<file path="config.mk">
export PLATFORM = sky130hd
export DESIGN_NAME = uart_rx
export DESIGN_NICKNAME = d
export VERILOG_FILES = /design/src/rtl/uart_pkg.sv /design/src/rtl/uart_rx_sync.sv /design/src/rtl/uart_rx.sv
export SDC_FILE = /design/constraint.sdc
export NUM_CORES = 1
export LEC_CHECK = 0
export ABC_AREA = 1
export CORE_UTILIZATION = 46
export DETAILED_ROUTE_END_ITERATION = 12
export GPL_TIMING_DRIVEN = 0
export PLACE_DENSITY = 0.73
export SLEW_MARGIN = 15
export SYNTH_ARGS = -nofsm -noshare
export SYNTH_HDL_FRONTEND = slang
export SYNTH_SLANG_ARGS = --single-unit
</file>
<file path="constraint.sdc">
create_clock -name i_CLK -period 1.8 [get_ports i_CLK]
set_input_delay 0.36 -clock i_CLK [delete_from_list [all_inputs] [get_ports i_CLK]]
set_output_delay 0.36 -clock i_CLK [all_outputs]
set_load 0.1 [all_outputs]
</file>
<file path="src/rtl/uart_pkg.sv">
// -----------------------------------------------------------------------------
// uart_pkg
// Shared definitions for the UART receiver:
//   - c_DATA_W                 : payload width of one frame (8 bits)
//   - c_DEFAULT_CYCLES_PER_BIT : default bit period in clocks (50 MHz / 115200)
//   - state_t                  : one-hot receiver FSM state encoding
// The PARITY state is only ever entered when UART_RX_PARITY_EN is defined.
// -----------------------------------------------------------------------------
package uart_pkg;

   localparam int c_DATA_W                 = 8;
   localparam int c_DEFAULT_CYCLES_PER_BIT = 434;

   typedef enum logic [5:0] {
      IDLE   = 6'b000001,
      START  = 6'b000010,
      DATA   = 6'b000100,
      PARITY = 6'b001000,
      STOP   = 6'b010000,
      BREAK  = 6'b100000
   } state_t;

endpackage : uart_pkg

</file>
<file path="src/rtl/uart_rx_sync.sv">
// -----------------------------------------------------------------------------
// uart_rx_sync
// Two-flop synchronizer bringing the asynchronous serial line into the i_CLK
// domain. Both flops reset to 1 so the receiver sees an idle line while reset
// is applied and immediately after it is released.
//   i_CLK    : system clock
//   i_RST_N  : asynchronous active-low reset
//   i_ASYNC  : raw asynchronous input
//   o_SYNC   : synchronized copy of i_ASYNC, two cycles later
// -----------------------------------------------------------------------------
module uart_rx_sync (
   input  logic i_CLK,
   input  logic i_RST_N,
   input  logic i_ASYNC,
   output logic o_SYNC
);

   logic meta;

   // NOTE: sequential state uses non-blocking assignments so both flops sample
   // their inputs before either updates; blocking here would collapse the
   // chain into a single flop.
   always_ff @(posedge i_CLK or negedge i_RST_N) begin
      if (!i_RST_N) begin
         meta   <= 1'b1;
         o_SYNC <= 1'b1;
      end else begin
         meta   <= i_ASYNC;
         o_SYNC <= meta;
      end
   end

endmodule : uart_rx_sync

</file>
<file path="src/rtl/uart_rx.sv">
// -----------------------------------------------------------------------------
// uart_rx
// 8N1 UART receiver (LSB first, idle-high line). Each bit is sampled at its
// mid-point: the start bit is re-checked c_HALF_BIT clocks after its falling
// edge, and every following bit one full bit period later. A start pulse that
// has gone high again by the re-check is treated as a glitch and dropped.
//
// Optional feature (macro UART_RX_PARITY_EN): an even-parity bit is expected
// between the last data bit and the stop bit. A parity mismatch pulses
// o_PARITY_ERR instead of o_RX_DV; a low stop bit still reports o_FRAME_ERR
// and takes precedence over the parity result.
//
// Ports:
//   i_CLK           : system clock, rising edge
//   i_RST_N         : asynchronous active-low reset
//   i_SERIAL_DATA   : asynchronous serial line, idle high
//   o_PARALLEL_DATA : last successfully received byte
//   o_RX_DV         : one-cycle pulse, o_PARALLEL_DATA just updated
//   o_RX_ACTIVE     : high while a frame is being received
//   o_FRAME_ERR     : one-cycle pulse, stop bit sampled low
//   o_PARITY_ERR    : one-cycle pulse, parity mismatch (0 without the option)
// -----------------------------------------------------------------------------
module uart_rx
   import uart_pkg::*;
#(
   parameter int c_CYCLES_PER_BIT = c_DEFAULT_CYCLES_PER_BIT
) (
   input  logic                i_CLK,
   input  logic                i_RST_N,
   input  logic                i_SERIAL_DATA,
   output logic [c_DATA_W-1:0] o_PARALLEL_DATA,
   output logic                o_RX_DV,
   output logic                o_RX_ACTIVE,
   output logic                o_FRAME_ERR,
   output logic                o_PARITY_ERR
);

   localparam int          c_HALF_BIT = (c_CYCLES_PER_BIT - 1) / 2;
   localparam logic [31:0] c_HALF_CNT = 32'(c_HALF_BIT);
   localparam logic [31:0] c_LAST_CNT = 32'(c_CYCLES_PER_BIT - 1);

   // Below four clocks per bit the half-bit point collapses onto the edge.
   generate
      if (c_CYCLES_PER_BIT < 4) begin : g_bad_cycles_per_bit
         $error("uart_rx: c_CYCLES_PER_BIT must be >= 4");
      end
   endgenerate

   logic rx_s;

   uart_rx_sync u_sync (
      .i_CLK   (i_CLK),
      .i_RST_N (i_RST_N),
      .i_ASYNC (i_SERIAL_DATA),
      .o_SYNC  (rx_s)
   );

   state_t              state_q,  state_d;
   logic [31:0]         cnt_q,    cnt_d;
   logic [2:0]          idx_q,    idx_d;
   logic [c_DATA_W-1:0] shift_q,  shift_d;
   logic [c_DATA_W-1:0] data_q,   data_d;
   logic                dv_q,     dv_d;
   logic                active_q, active_d;
   logic                fe_q,     fe_d;
`ifdef UART_RX_PARITY_EN
   logic                pe_q,      pe_d;
   logic                par_bad_q, par_bad_d;
`endif

   // NOTE: the shift register is ordinary datapath state, not a memory, so it
   // is reset along with everything else.
   always_ff @(posedge i_CLK or negedge i_RST_N) begin
      if (!i_RST_N) begin
         state_q   <= IDLE;
         cnt_q     <= '0;
         idx_q     <= '0;
         shift_q   <= '0;
         data_q    <= '0;
         dv_q      <= 1'b0;
         active_q  <= 1'b0;
         fe_q      <= 1'b0;
`ifdef UART_RX_PARITY_EN
         pe_q      <= 1'b0;
         par_bad_q <= 1'b0;
`endif
      end else begin
         state_q   <= state_d;
         cnt_q     <= cnt_d;
         idx_q     <= idx_d;
         shift_q   <= shift_d;
         data_q    <= data_d;
         dv_q      <= dv_d;
         active_q  <= active_d;
         fe_q      <= fe_d;
`ifdef UART_RX_PARITY_EN
         pe_q      <= pe_d;
         par_bad_q <= par_bad_d;
`endif
      end
   end

   always_comb begin
      // NOTE: every variable gets a default before the case so no path leaves
      // one unassigned (which would infer a latch); pulses default to 0 so
      // they last exactly one cycle.
      state_d   = state_q;
      cnt_d     = cnt_q;
      idx_d     = idx_q;
      shift_d   = shift_q;
      data_d    = data_q;
      active_d  = active_q;
      dv_d      = 1'b0;
      fe_d      = 1'b0;
`ifdef UART_RX_PARITY_EN
      pe_d      = 1'b0;
      par_bad_d = par_bad_q;
`endif

      case (state_q)
         IDLE: begin
            cnt_d = '0;
            idx_d = '0;
`ifdef UART_RX_PARITY_EN
            par_bad_d = 1'b0;
`endif
            if (!rx_s) begin
               state_d  = START;
               active_d = 1'b1;
            end
         end

         START: begin
            if (cnt_q == c_HALF_CNT) begin
               if (!rx_s) begin
                  cnt_d   = '0;
                  state_d = DATA;
               end else begin
                  // Line went high again before mid-start-bit: glitch.
                  state_d  = IDLE;
                  active_d = 1'b0;
               end
            end else begin
               cnt_d = cnt_q + 32'd1;
            end
         end

         DATA: begin
            if (cnt_q == c_LAST_CNT) begin
               shift_d[idx_q] = rx_s;
               cnt_d          = '0;
               if (idx_q != 3'd7) begin
                  idx_d = idx_q + 3'd1;
               end else begin
                  idx_d = '0;
`ifdef UART_RX_PARITY_EN
                  state_d = PARITY;
`else
                  state_d = STOP;
`endif
               end
            end else begin
               cnt_d = cnt_q + 32'd1;
            end
         end

`ifdef UART_RX_PARITY_EN
         PARITY: begin
            if (cnt_q == c_LAST_CNT) begin
               cnt_d = '0;
               // Even parity: data bits plus parity bit hold an even count of 1s.
               par_bad_d = rx_s ^ (^shift_q);
               state_d   = STOP;
            end else begin
               cnt_d = cnt_q + 32'd1;
            end
         end
`endif

         STOP: begin
            if (cnt_q == c_LAST_CNT) begin
               cnt_d    = '0;
               active_d = 1'b0;
               if (rx_s) begin
                  // Returning to IDLE mid-stop-bit lets a back-to-back start
                  // bit be caught on its falling edge.
                  state_d = IDLE;
`ifdef UART_RX_PARITY_EN
                  if (par_bad_q) begin
                     pe_d = 1'b1;
                  end else begin
                     data_d = shift_q;
                     dv_d   = 1'b1;
                  end
`else
                  data_d = shift_q;
                  dv_d   = 1'b1;
`endif
               end else begin
                  fe_d    = 1'b1;
                  state_d = BREAK;
               end
            end else begin
               cnt_d = cnt_q + 32'd1;
            end
         end

         BREAK: begin
            // Hold here while the line stays low so a break reports only once.
            if (rx_s) begin
               state_d = IDLE;
            end
         end

         default: begin
            state_d  = IDLE;
            active_d = 1'b0;
         end
      endcase
   end

   assign o_PARALLEL_DATA = data_q;
   assign o_RX_DV         = dv_q;
   assign o_RX_ACTIVE     = active_q;
   assign o_FRAME_ERR     = fe_q;
`ifdef UART_RX_PARITY_EN
   assign o_PARITY_ERR    = pe_q;
`else
   assign o_PARITY_ERR    = 1'b0;
`endif

endmodule : uart_rx

</file>
==> results.yml <==
status:
  run_status: "complete, but fails checks"
  violations: "hold timing"
yosys:
  synth_cells: 568
  syn-cell-area_um2: 3930
  ys_seq_elements: 61
  postSynthAreaPerCell_um2: 6.91
  synth.yosys.warnings: 0
  ys_types: 34
  seq_area_frac_synth: 0.390
  synth_nets: 576
worst_setup_path:
  crit_type: "register to register"
  worstPathRequired_ns: 2.09
  critPathCaptureType: "register"
  rr_endpoint: "cnt_q[18]"
  reg2reg_depth: 11
  r2r-start: "cnt_q[0]"
  critPathLaunchType: "register"
  r2r_slack_ns: 0.002
  cp.arrival_ns: 2.09
  worstPathMaxFanout: 7
grt:
  grt_max_degree: 62
  grt_pass1_vias: 3505
  busiest_layer: "met2"
  grt_pass1_wl_um: 16400
  antenna_found_initial: 0
  met1_usage: 0.324
  use_met3: 0.0338
  grtUsageTotal: 0.239
  overflow: 0
  grt_use_met2: 0.389
timing:
  holdWs_ns: -0.0126
  slew_violations: 0
  fmax_mhz: 556
  slew_headroom: 0.636
  skew_ns: 0.0156
  hold_viol: 20
  worst_pin_slew_ns: 0.548
  final-setup-viol-count: 0
  rsz0062_at_grt: "yes"
  min_period_ns: 1.80
  period_share: 0.999
route:
  viasPerCell: 5.39
  wirelength_um: 10400
  route.detailed.drc: 0
  drtPass1Iterations: 5
  drt-initial-drc-count: 258
  wire_per_inst_um: 14.4
  dr_total_vias: 3896
  antenna_left: 0
pwr:
  powerDensity_nw_per_um2: 1030
  ir_drop_mv: 0.778
  power_leakage_nw: 2.40
  power_mw: 5.06
placement:
  hpwl_um: 6790
  placed_area_um2: 4210
  globalplace.congestion: 0.915
  port-buffer-count: 13
  place_inst: 687
clock_network:
  clock_latency_ns: 0.36
  clkTransAtPathRegs_ns: 0.08
  root_buffer: "clkbuf_8"
  cts_buffers: 9
  cts_max_level: 3
  cts_tree: "built"
  cts_sinks: 61
  clockBufferDepth: 2
final_layout:
  final_area_um2: 4930
  diodes: 0
  nets: 621
  synthToLayoutAreaGrowth_pct: 25.5
  drive_above_1_share: 0.259
  fin_util: 0.597
  stdcell_count: 723
run:
  max_cap_violations: 0
floorplan:
  boundaryPins: 15
  die_w_um: 94.4
  die_area_um2: 8910
  core_area_um2: 8260
  die_h_um: 94.4
  std_cell_rows: 33
  start_util: 0.475
hold_path:
  worstHoldPathType: "input pin to async pin"
## synthesized netlist by cell type, drive strengths merged
cell | instances | share of area
dfstp | 3 | 0.020
nor2 | 73 | 0.079
clkinv | 1 | 0.00096
nand2 | 197 | 0.19
inv | 65 | 0.062
nor3 | 16 | 0.023
and2 | 1 | 0.0016
and3 | 2 | 0.0032
xor2 | 10 | 0.022
o21bai | 1 | 0.0019
nand3b | 3 | 0.0057
clkbuf | 1 | 0.00096
nand3 | 67 | 0.087
conb | 1 | 0.00096
dfrtp | 58 | 0.37
or2 | 2 | 0.0032
o21ai | 16 | 0.022
a21oi | 5 | 0.0064
xnor2 | 3 | 0.0067
ha | 5 | 0.016
o211ai | 9 | 0.017
nand4 | 16 | 0.029
buf | 13 | 0.027
## routing by layer
metal / vias to the layer above / part of all wire / wire length [um]
li1: 1903 / - / -
met1: 1812 / 0.44 / 4610
met2: 158 / 0.47 / 4920
met3: 23 / 0.061 / 635
met4: 0 / 0.021 / 222
met5: - / 0 / 0
## metrics by stage
stage | setup slack [ns] | setup TNS [ns]
final | 0.00226 | 0
after global routing | -0.0768 | -2.19
after CTS | 0.00611 | 0
after detailed placement | -0.322 | -6.37
after global placement | -1.63 | -103.17
after floorplan | 0.147 | 0
## registers in the layout (all words and copies together), names as in the netlist
name / flops
o_RX_DV: 1
o_FRAME_ERR: 1
idx_q: 3
u_sync.o_SYNC: 1
u_sync.meta: 1
o_RX_ACTIVE: 1
cnt_q: 32
shift_q: 8
o_PARALLEL_DATA: 8
state_q: 5
## power breakdown
part	switching [mW]	internal, mW	total (mW)
Sequential	0.103	1.46	1.57
Clock	0.619	0.646	1.26
Combinational	1.34	0.890	2.23
## what timing repair did
item | 4_1_cts | 5_1_grt
buffers inserted | 5 | 9
endpoints found under the setup margin | 59 | 55
endpoints found under the hold margin | 0 | 0
hold buffers | 0 | 0
pin swaps | 6 | 20
resized for setup | 54 | 78
cloned | 2 | 4
## critical path, cell delays in order, from the launching register on
cell,delay [ns]
dfrtp_2,0.48
inv_4,0.10
ha_4,0.13
nand3_2,0.07
nor3_2,0.12
nand2_1,0.11
nor2_4,0.19
nand3_4,0.12
nand2_8,0.13
clkbuf_16,0.18
nand2_2,0.04
nand2_1,0.06
## cell usage in the layout, fill, tap and decap left out, types with 9 or more instances in the layout
cell type / synthesis / final
dfrtp_1: 58 / 48
nand3_1: 66 / 54
nor2_1: 65 / 59
nor2_2: 5 / 9
clkdlybuf4s15_2: 0 / 11
buf_6: 4 / 11
dfrtp_2: 0 / 10
o21ai_0: 14 / 13
buf_4: 7 / 16
xor2_1: 10 / 10
nand4_1: 15 / 15
nand3_2: 1 / 12
nand2_1: 191 / 162
inv_1: 60 / 56
o211ai_1: 9 / 9
clkbuf_8: 0 / 9
nand2_2: 5 / 29
nor3_1: 15 / 12
## logic make-up (layout without fill, tap and decap cells)
group	count (synthesis)	count (layout)	share of synthesized area
flip-flops	61	61	0.390
AO/OA/AOI/OAI	31	31	0.0478
other	1	1	0.000955
AND/OR/NAND/NOR	377	378	0.425
XOR/XNOR	13	13	0.0290
adder cells (fa/ha/maj)	5	5	0.0159
buffers and inverters	80	129	0.0915
## worst max path at each step
stage | start | to
floorplan | cnt_q[1] | o_PARALLEL_DATA[0]
global placement | i_RST_N | o_PARALLEL_DATA[6]
detailed placement | cnt_q[0] | cnt_q[24]
CTS | state_q[1] | cnt_q[3]
global route | cnt_q[1] | cnt_q[18]
finish | cnt_q[0] | cnt_q[18]
## layout make-up
| cell class | instances | area [um2] |
|---|---|---|
| plain buffers | 14 | 130 |
| repair buffers | 33 | 369 |
| clock inverters | 7 | 75.1 |
| clock buffers | 9 | 124 |
| well taps | 105 | 131 |
| inverters | 66 | 253 |
| fillers | 736 | 3330 |
| multi-input cells | 428 | 2300 |
| flip-flops and latches | 61 | 1540 |
No activity file was read; power rests on OpenSTA's default activity.
==> RTL change 1 (same flow settings) <==
The output `o_RX_DV` loses its register stage (`dv_q` becomes a continuous assignment).
--- a/src/rtl/uart_rx.sv
+++ b/src/rtl/uart_rx.sv
@@ -77,7 +77,6 @@
          idx_q     <= '0;
          shift_q   <= '0;
          data_q    <= '0;
-         dv_q      <= 1'b0;
          active_q  <= 1'b0;
          fe_q      <= 1'b0;
 `ifdef UART_RX_PARITY_EN
@@ -90,7 +89,6 @@
          idx_q     <= idx_d;
          shift_q   <= shift_d;
          data_q    <= data_d;
-         dv_q      <= dv_d;
          active_q  <= active_d;
          fe_q      <= fe_d;
 `ifdef UART_RX_PARITY_EN
@@ -99,6 +97,8 @@
 `endif
       end
    end
+
+   assign dv_q = dv_d;
 
    always_comb begin
       // NOTE: every variable gets a default before the case so no path leaves
Function: no difference found for any inputs over 10 cycles, from zero or initial values and one cycle with i_RST_N low; that may be too few to reach the edited logic, so the function may still have changed.
==> RTL change 1 against the original RTL <==
- the flow finishes with violations (setup timing)
- clock power grew 3%
- synthesized area shrank 1.5%
- final area shrank 0.25%
- sequential share of layout area shrank 0.48 points
- routed wire length grew 4.0%
- sequential cell count shrank 1
- power grew 2.2%
- setup slack lost 0.36 ns
- critical path type is now reg -> out
==> RTL change 1: results (changes against the original RTL) <==
Status -> finished, violations left
Failing checks -> setup timing
Reg2Reg Setup Slack -> -0.07 ns (-0.07 ns)
Post-synthesis compound-gate area fraction -> 3.85% (-0.93 points)
Headroom to the max-slew limit -> 48.4% (-15 points)
Peak VDD IR -> 0.626 mV (-20%)
Synth Area in Adders -> 1.62% (+0.024 points)
Critical path destination -> o_RX_DV
Crit Path Max Fanout -> 6 (-1)
Nets -> 655 (+5.5%)
Crit path largest cell delay -> 0.46 ns (-0.02 ns)
Synth area leaders -> dfrtp_1 (37%), nand2_1 (22%), nand3_1 (7.0%)
Worst Reg-to-Reg Cells -> 13 (+2)
DR iter-0 viols -> 242 (-6.2%)
Final setup margin -> -0.360 ns (-0.363 ns)
Most common library cells after synthesis -> nand2_1 (227), nor2_1 (68), dfrtp_1 (57)
Vias in the first global route -> 3899 (+11%)
Met2 wire len -> 5080 um (+3.4%)
Wl on met1 -> 4740 um (+2.8%)
Via count -> 3996 (+2.6%)
# setup viols final -> 23 (+23)
Total track usage -> 27.2% (+3.2 points)
CP Launch Point -> cnt_q[2]
Hpwl dp -> 6890 um (+1.5%)
Met2 usage -> 45.1% (+6.2 points)
Post-synthesis xor/xnor area fraction -> 2.49% (-0.41 points)
Sequential share of power -> 29.4% (-1.6 points)
Seq/Total Area, Yosys -> 38.9% (-0.067 points)
Leakage -> 2.50 nW (+4.3%)
Filler cell count -> 753 (+2.3%)
Internal -> 3.10 mW (+3.2%)
Layout cell share with drive strength beyond 1 -> 23.9% (-2.0 points)
GR Util met3 -> 4.45% (+1.1 points)
Largest net degree at the start of global routing -> 61 (-1.6%)
Met1 usage -> 33.7% (+1.3 points)
## RTL change 1: per-stage QoR
step                      cells  hold slack (ns)  setup TNS [ns]  area (um^2)  worst slack, ns
final                       757           0.0633           -1.31         4920           -0.360
after global routing        757            0.136           -4.06         4920           -0.435
after CTS                   753           0.0953           -3.53         4850           -0.304
after detailed placement    693            0.347           -4.41         4130            -1.30
after global placement      693            0.346          -93.51         4130            -1.54
after floorplan             575           0.0644               0         3870           0.0316
## RTL change 1: what timing repair did
item,in CTS,in global routing
gates cloned,3,1
resized for setup,82,8
pin swaps,10,10
endpoints found under the setup margin,53,53
buffers inserted,41,6
## RTL change 1: area by class of cell
cell class,count,area share (%)
repair buffers,61,11.3
clock inverters,5,1.22
plain buffers,8,1.50
flip-flops and latches,60,30.8
well taps,105,2.67
inverters,62,4.94
clock buffers,11,2.88
multi-input cells,445,44.7
==> RTL change 2 (same flow settings) <==
Made on the original files. Build with the macro `UART_RX_PARITY_EN` defined.
--- a/src/rtl/uart_rx.sv
+++ b/src/rtl/uart_rx.sv
@@ -20,6 +20,8 @@
 //   o_FRAME_ERR     : one-cycle pulse, stop bit sampled low
 //   o_PARITY_ERR    : one-cycle pulse, parity mismatch (0 without the option)
 // -----------------------------------------------------------------------------
+`define UART_RX_PARITY_EN
+
 module uart_rx
    import uart_pkg::*;
 #(
Function: same outputs for any inputs over 10 cycles, from zero or initial values and one cycle with i_RST_N low; that may be too few to reach the edited logic, so the function may still have changed.
==> RTL change 2 against the original RTL <==
- critical path depth stayed put
- power grew 7.7%
- cell count grew 9.8%
- die area increased by 6.5%
- combinational power grew 11%
- final area up 9.5%
- global-route usage down 0.93 points
- setup slack improved by 0.033 ns
- utilization grew 1.9 points
- synthesized area increased by 6.7%
- non-clock buffer count grew 20
- routed wire length up 8.5%
- sequential cell count up 3
- critical path type unchanged
- critical endpoint is now cnt_q[1]
- largest cell class unchanged
- largest power group unchanged
- highest routed layer unchanged
==> RTL change 2: results (changes against the original RTL) <==
Worst slew pin tran -> 0.572 ns (+0.0245 ns)
Seq/Total Area, Yosys -> 38.3% (-0.64 points)
DR iter-0 viols -> 316 (+22%)
Slowest cell on crit path -> dfrtp_1
CP Launch Point -> cnt_q[28]
Via-to-Cell Ratio -> 5.30 (-1.7%)
Vias in the first global route -> 3772 (+7.6%)
Worst Path Arrival -> 2.04 ns (-0.05 ns)
Final Skew -> 0.00820 ns (-0.00741 ns)
Leakage -> 2.72 nW (+13%)
Hold/Removal Path Class -> reg -> reg
DRT Pass-1 Iters -> 6 (+1)
Peak VDD IR -> 0.843 mV (+8.3%)
Largest net degree at the start of global routing -> 36 (-42%)
Cell Area, Synth -> 4190 um^2 (+6.7%)
Most common library cells after synthesis -> nand2_1 (211), nor2_1 (74), inv_1 (66)
Post-Syn Nets -> 623 (+8.2%)
# port buffers -> 14 (+1)
Netlist cell types -> 33 (-2.9%)
Nets -> 689 (+11%)
Layout cell share with drive strength beyond 1 -> 24.6% (-1.3 points)
Filler cell count -> 765 (+3.9%)
Crit path largest cell delay -> 0.43 ns (-0.05 ns)
Post-DP Area -> 4480 um^2 (+6.4%)
Status -> completed
Max reg flops -> 32 (unchanged)
Synth area leaders -> dfrtp_1 (36%), nand2_1 (19%), nand3_1 (7.6%)
## RTL change 2: final timing paths
path	to	slack [ns]
min in group asynchronous	cnt_q[28]	0.48
hold / removal	u_sync.o_SYNC	0.36
max in group asynchronous	u_sync.meta	0.73
setup reg to reg	cnt_q[1]	0.04
hold reg to reg	u_sync.o_SYNC	0.36
setup / recovery	cnt_q[1]	0.04
## RTL change 2: layout make-up
class                      instances  area, um^2  area share [%]
clock inverter                     7        96.3            1.79
sequential                        64        1610            29.9
timing repair buffer              55         556            10.3
inverter                          78         302            5.59
multi-input combinational        461        2460            45.5
buffer                            12         114            2.11
tap                              108         135            2.50
clock buffer                       9         124            2.30
## RTL change 2: repair_timing
item                       in CTS  in global routing
hold endpoints to repair       29                  0
setup endpoints to repair      64                 58
setup buffers                  11                 25
gates resized for setup        57                 69
hold buffers                    1                  0
pin swaps                       4                 24
gates cloned                    0                  3
## RTL change 2: routing by layer
layer / routed length (um) / up-vias / GRT usage, % / part of all wire [%]
met5: 0 / - / 0 / 0
met4: 174 / 0 / 7.47 / 1.5
met3: 675 / 24 / 3.09 / 6.0
met2: 5480 / 160 / 37.4 / 49
met1: 4940 / 1954 / 31.7 / 44
li1: - / 2069 / - / -
## RTL change 2: through the flow
step | instances | setup WS [ns] | setup TNS, ns
global route | 794 | -0.0707 | -0.559
global placement | 737 | -1.70 | -107.48
finish | 794 | 0.0357 | 0
CTS | 766 | 0.00896 | 0
floorplan | 615 | 0.172 | 0
detailed placement | 738 | -0.127 | -2.28
## RTL change 2: power breakdown
group	switching (mW)	internal [mW]	leakage, nW	total (mW)
clock	0.608	0.779	0.101	1.39
combinational	1.43	1.05	1.75	2.47
sequential	0.0656	1.53	0.868	1.59
## RTL change 2: cell families (layout without fill, tap and decap cells)
logic type | Yosys count | in the layout | synth area share, %
xor+xnor | 21 | 21 | 4.39
compound gates | 27 | 27 | 3.50
fa+ha+maj | 5 | 5 | 1.49
flops | 64 | 64 | 38.3
simple gates | 408 | 408 | 43.2
buf+inv | 90 | 161 | 9.08
## RTL change 2: worst register-to-register path, cell delays in order (launching register included)
cell and delay [ns]:
dfrtp_1 0.43, buf_6 0.15, nor2_4 0.09, nand3_2 0.10, nor2_4 0.15, nand2_2 0.10
nor2_4 0.15, nand3_4 0.11, nand2_8 0.15, clkbuf_16 0.17, nand2_1 0.05, nand2_1 0.06
